[src/rtl/lc4_issue_scoreboard.sv]
// lc4_issue_scoreboard
//   Issue-stage scoreboard between the decoder and the multi-cycle execute/ECC
//   units. It tracks in-flight writes to the regfile and NZP, and stalls decode
//   on RAW/WAW hazards, on a branch that reads a pending NZP, and on a full
//   in-flight window. Control insns wait (DRAIN) until the pipe is empty.
// Ports
//   clk, rst                : clock, synchronous active-high reset
//   id_valid                : decode holds a valid insn
//   r1sel/r1re, r2sel/r2re  : source selects and read enables
//   wsel, regfile_we        : destination select and write enable
//   nzp_we, is_branch       : insn writes / reads NZP
//   is_control_insn         : insn requires an empty pipe
//   wb_valid/wb_sel/wb_we/wb_nzp : one writer retiring this cycle
//   issue                   : insn accepted this cycle (combinational)
//   stall                   : id_valid & ~issue
//   pending, nzp_pending    : registered pending-write state
//   inflight                : outstanding writer count
//   draining                : FSM is in DRAIN
//   err                     : sticky writeback protocol error
module lc4_issue_scoreboard #(
  parameter int unsigned NREGS        = 32,
  parameter int unsigned SEL_W        = 5,
  parameter int unsigned MAX_INFLIGHT = 4,
  parameter int unsigned CNT_W        = 3
) (
  input  logic             clk,
  input  logic             rst,
  input  logic             id_valid,
  input  logic [SEL_W-1:0] r1sel,
  input  logic [SEL_W-1:0] r2sel,
  input  logic             r1re,
  input  logic             r2re,
  input  logic [SEL_W-1:0] wsel,
  input  logic             regfile_we,
  input  logic             nzp_we,
  input  logic             is_branch,
  input  logic             is_control_insn,
  input  logic             wb_valid,
  input  logic [SEL_W-1:0] wb_sel,
  input  logic             wb_we,
  input  logic             wb_nzp,
  output logic             issue,
  output logic             stall,
  output logic [NREGS-1:0] pending,
  output logic             nzp_pending,
  output logic [CNT_W-1:0] inflight,
  output logic             draining,
  output logic             err
);

  typedef enum logic {RUN, DRAIN} state_t;
  state_t state;

  logic [NREGS-1:0] clr, set, eff;
  logic             eff_nzp, writer, full, hazard, ctrl_wait;
  logic             inc, dec, inflight_zero;

  assign inflight_zero = (inflight == '0);
  assign writer        = regfile_we | nzp_we;

  // A retiring writer clears its bit in the same cycle, so hazard checks
  // look at the post-writeback view of the pending state.
  always_comb begin
    clr = '0;
    if (wb_valid && wb_we) clr[wb_sel] = 1'b1;
  end

  assign eff     = pending & ~clr;
  assign eff_nzp = nzp_pending & ~(wb_valid & wb_nzp);

  // A retirement this cycle frees a slot, so a full window does not block.
  assign full = writer & (inflight == CNT_W'(MAX_INFLIGHT)) & ~wb_valid;

  assign hazard = (r1re & eff[r1sel]) | (r2re & eff[r2sel])
                | (regfile_we & eff[wsel]) | (is_branch & eff_nzp) | full;

  assign ctrl_wait = is_control_insn & ~inflight_zero;

  assign issue    = ~rst & (state == RUN) & id_valid & ~hazard & ~ctrl_wait;
  assign stall    = id_valid & ~issue;
  assign draining = (state == DRAIN);

  always_comb begin
    set = '0;
    if (issue && regfile_we) set[wsel] = 1'b1;
  end

  assign inc = issue & writer;
  assign dec = wb_valid & ~inflight_zero;

  always_ff @(posedge clk) begin
    if (rst) begin
      pending     <= '0;
      nzp_pending <= 1'b0;
      inflight    <= '0;
      err         <= 1'b0;
      state       <= RUN;
    end else begin
      // Set is OR-ed after the clear so a new writer owns the bit.
      pending     <= (pending & ~clr) | set;
      nzp_pending <= eff_nzp | (issue & nzp_we);

      if (inc && !dec)      inflight <= inflight + CNT_W'(1);
      else if (dec && !inc) inflight <= inflight - CNT_W'(1);

      if ((wb_valid && inflight_zero) || (wb_valid && wb_we && !pending[wb_sel]))
        err <= 1'b1;

      case (state)
        RUN:     if (id_valid && ctrl_wait) state <= DRAIN;
        DRAIN:   if (inflight_zero || !id_valid) state <= RUN;
        default: state <= RUN;
      endcase
    end
  end

endmodule
[config.mk]
export PLATFORM = sky130hd
export DESIGN_NAME = lc4_issue_scoreboard
export DESIGN_NICKNAME = d
export VERILOG_FILES = /design/src/rtl/lc4_issue_scoreboard.sv
export SDC_FILE = /design/constraint.sdc
export NUM_CORES = 1
export LEC_CHECK = 0
export BUFFER_PORTS_ARGS = -buffer_cell sky130_fd_sc_hd__buf_2
export CORE_MARGIN = 2
export CORE_UTILIZATION = 59
export CTS_CLUSTER_DIAMETER = 30
export CTS_CLUSTER_SIZE = 12
export DETAILED_ROUTE_END_ITERATION = 8
export PLACE_DENSITY = 0.95
export SLEW_MARGIN = 30
export SYNTH_ARGS = -nofsm -noshare
export SYNTH_HDL_FRONTEND = slang
export SYNTH_SLANG_ARGS = --single-unit
[constraint.sdc]
create_clock -name clk -period 8.2 [get_ports clk]
set_input_delay 0.82 -clock clk [delete_from_list [all_inputs] [get_ports clk]]
set_output_delay 0.82 -clock clk [all_outputs]
set_load 0.005 [all_outputs]
==> impl_metrics.tcl <==
set metrics [dict create \
    end_kind "register" \
    finalHoldViolCount 0 \
    start_util 0.6085 \
    vdd_ir_drop_max_mv 0.1786 \
    ys_ff_latch 38 \
    crit_path_top_delay_cell "o21ai_0" \
    dr.pass1.iters 7 \
    die-area_mm2 0.005865 \
    cts_resized 0 \
    async_reset_ff_frac 0 \
    p_per_area_mw_per_mm2 138.3 \
    worstPathCellList "buf_2 -> nand4b_1 -> o21ai_0 -> mux4_2 -> nor3b_1 -> nor3_1 -> a211oi_2 -> nand3_4 -> nor2b_1 -> ha_1 -> inv_1 -> fa_1 -> xor2_1 -> or3_1 -> a21oi_1" \
    route.vias.total 3498 \
    final_util 0.6891 \
    die_height_um 76.58 \
    grt_usage 0.3751 \
    antenna_found_initial 0 \
    clockBufferDepth 2 \
    detailed_place_hpwl_um 8035 \
    drtIter0Drc 698 \
    area_growth_pct 13.24 \
    relSlewSlack 0.4073 \
    cts-htree-levels 2 \
    netlist_instances 347 \
    synth_cell_types 61 \
    drv_slew 0 \
    synth_nets 381 \
    tightest_slew_ps 866.6 \
    grt_max_degree 40 \
    grt_pass1_wl_um 17070 \
    yosys.area.top_type "dfxtp_1" \
    cpPeakStageDelay_ps 660 \
    path_clk_slew_ps 80 \
    fin_setup_tns_ps 0 \
    synth_edf_count 0 \
    drt_drc_violations_left 0 \
    layout-drive-gt1-share 0.3127 \
    fin_skew_ps 5.439 \
    vias_per_cell 7.395 \
    wl_per_cell_um 22.74 \
    rsz0062_at_grt "false" \
    start_kind "input port" \
    synthFlopType "dfxtp_1" \
    ant_nets 0 \
    gp_congestion 1.004 \
    syn-cell-area_mm2 0.003108 \
    cp_top_family "simple AND/OR/NAND/NOR gates" \
    clock_sinks 38 \
    ys_warn_count 0 \
    post_cts_buffers 0 \
    cts_made_buffers 5 \
    critPathArrivalTime_ps 5200 \
    worstSetupPathType "in -> reg" \
    nets 436 \
    cts_tree "done" \
    cts_hold_buf 0 \
    coreArea_mm2 0.005107 \
    fmax_ghz 0.2014 \
    outcome "finished clean" \
    crit_required_ps 8430 \
    drt_wl_total_um 10760 \
    overflow 0 \
    ctsRootBufferMaster "clkbuf_8" \
    first_global_vias 3183 \
    syn_avg_cell_area_um2 8.957 \
    die_x_um 76.58 \
    yosysSeqAreaShare 0.2448 \
    hold_ws_ps 514.9 \
    period_share 0.6054 \
    p_leak_uw 0.001284 \
    cp_num_buf_inv 2 \
    portBuffers 71 \
    path_max_fanout 35 \
    clkLatencyLatePin_ps 300 \
    min_path_type "reg -> reg" \
    finalSetupViolCount 0 \
    drv_cap 0 \
    io_pins 72 \
    post-route-min-period_ps 4964 \
    synth_top_area_share 0.2448 \
    std_cell_rows 26 \
    antenna_cells 0 \
    fill_cells 444 \
    ys_top_cells_by_area "dfxtp_1 24%, mux4_2 13%, o31ai_1 5.8%" \
]
synth_stat cells (3+ instances only):
master and count:
a2111oi_0 3, a211oi_1 6, a21boi_0 3, a21oi_1 10, a31oi_1 3, and2_1 4
buf_2 5, buf_6 4, clkbuf_1 12, dfxtp_1 38, inv_1 8, mux2i_1 9
mux4_2 18, nand2_1 15, nand2b_1 12, nand3_1 7, nand3b_1 7, nand4b_1 3
nor2_1 11, nor2b_1 7, nor3_1 8, o2111ai_1 4, o211ai_1 10, o21a_1 8
o21ai_0 35, o311ai_0 3, o31ai_1 24, o32ai_1 8, or2_2 21, or3_1 4
or3b_1 3
registers in the layout, summed over array words and instances (netlist names):
register and flops:
err 1, nzp_pending 1, inflight 3, draining 1, pending 32
layout make-up:
| type | instances | area [µm²] | share of cell area |
|---|---|---|---|
| clock buffers | 6 | 82.58 | 0.02346 |
| well taps | 70 | 87.58 | 0.02488 |
| multi-input cells | 277 | 2187 | 0.6214 |
| inverters | 9 | 33.78 | 0.009598 |
| flip-flops and latches | 38 | 760.7 | 0.2161 |
| repair buffers | 71 | 355.3 | 0.1010 |
| clock inverters | 2 | 12.51 | 0.003555 |
routing by layer:
metal,routed length (µm),GRT usage,vias up
met5,0,0,-
met2,4954,0.6133,336
li1,-,-,1492
met3,1325,0.09716,79
met4,500,0.1309,0
met1,3975,0.4822,1591
stage by stage:
| stage | area, µm² | std cells | setup WS (ps) | power (µW) |
|---|---|---|---|---|
| after floorplan | 3108 | 347 | 4105 | 309.3 |
| after global placement | 3425 | 465 | 3175 | 344.2 |
| after detailed placement | 3425 | 465 | 3042 | 349.5 |
| after CTS | 3520 | 473 | 3346 | 483.2 |
| after global routing | 3520 | 473 | 2964 | 510.8 |
| final | 3520 | 473 | 3236 | 486.7 |
path summary, 6_finish.rpt:
kind | start | end | cells past startpoint | slack [ps]
worst max register to register | inflight[0] | inflight[2] | 13 | 4410
worst min-delay path | draining | draining | 2 | 510
worst max-delay path | wb_sel[0] | inflight[2] | 15 | 3240
worst min register to register | draining | draining | 2 | 510
worst min-delay path, delay by kind of cell, from the launching register on:
kind | cells | cell delay [ps]
simple gates | 2 | 140
flops | 1 | 340
layout by cell type, fill, tap and decap left out, types with 2 or more instances in the layout:
master,netlist,layout
or3b_1,3,3
o21ai_0,35,35
o211ai_1,10,10
nor4_1,2,2
mux4_2,18,18
nor2_1,11,11
buf_2,5,71
a21boi_0,3,3
or2_2,21,21
o41ai_1,2,2
dfxtp_1,38,38
nor3_1,8,8
and2_1,4,4
mux2i_1,9,9
a2111oi_0,3,3
clkbuf_8,0,6
a21oi_1,10,10
o31ai_1,24,24
nand3_1,7,7
xor2_1,2,2
o21a_1,8,8
nand2b_1,12,12
o2111ai_1,4,4
a31oi_1,3,3
a211oi_1,6,6
nand4_1,2,2
o32ai_1,8,8
nand4b_1,3,3
inv_1,8,8
nor2b_1,7,7
nand2_1,15,15
o311ai_0,3,3
nand3b_1,7,7
or3_1,4,4
where the power goes:
part	internal, µW	switching (µW)	total, µW
combinational	55.5	87.7	143
sequential	194	11.4	205
clock	67.6	70.8	138
cells by family after synthesis:
logic type               after synthesis  share of synthesized area
AO/OA/AOI/OAI                        129                     0.2927
XOR/XNOR                               2                   0.005637
adder cells (fa/ha/maj)                2                    0.01047
buffers and inverters                 32                    0.05153
flip-flops                            38                     0.2448
multiplexers                          29                     0.1715
AND/OR/NAND/NOR                      115                     0.2234
Note: power is estimated with default switching activity, not from simulation.
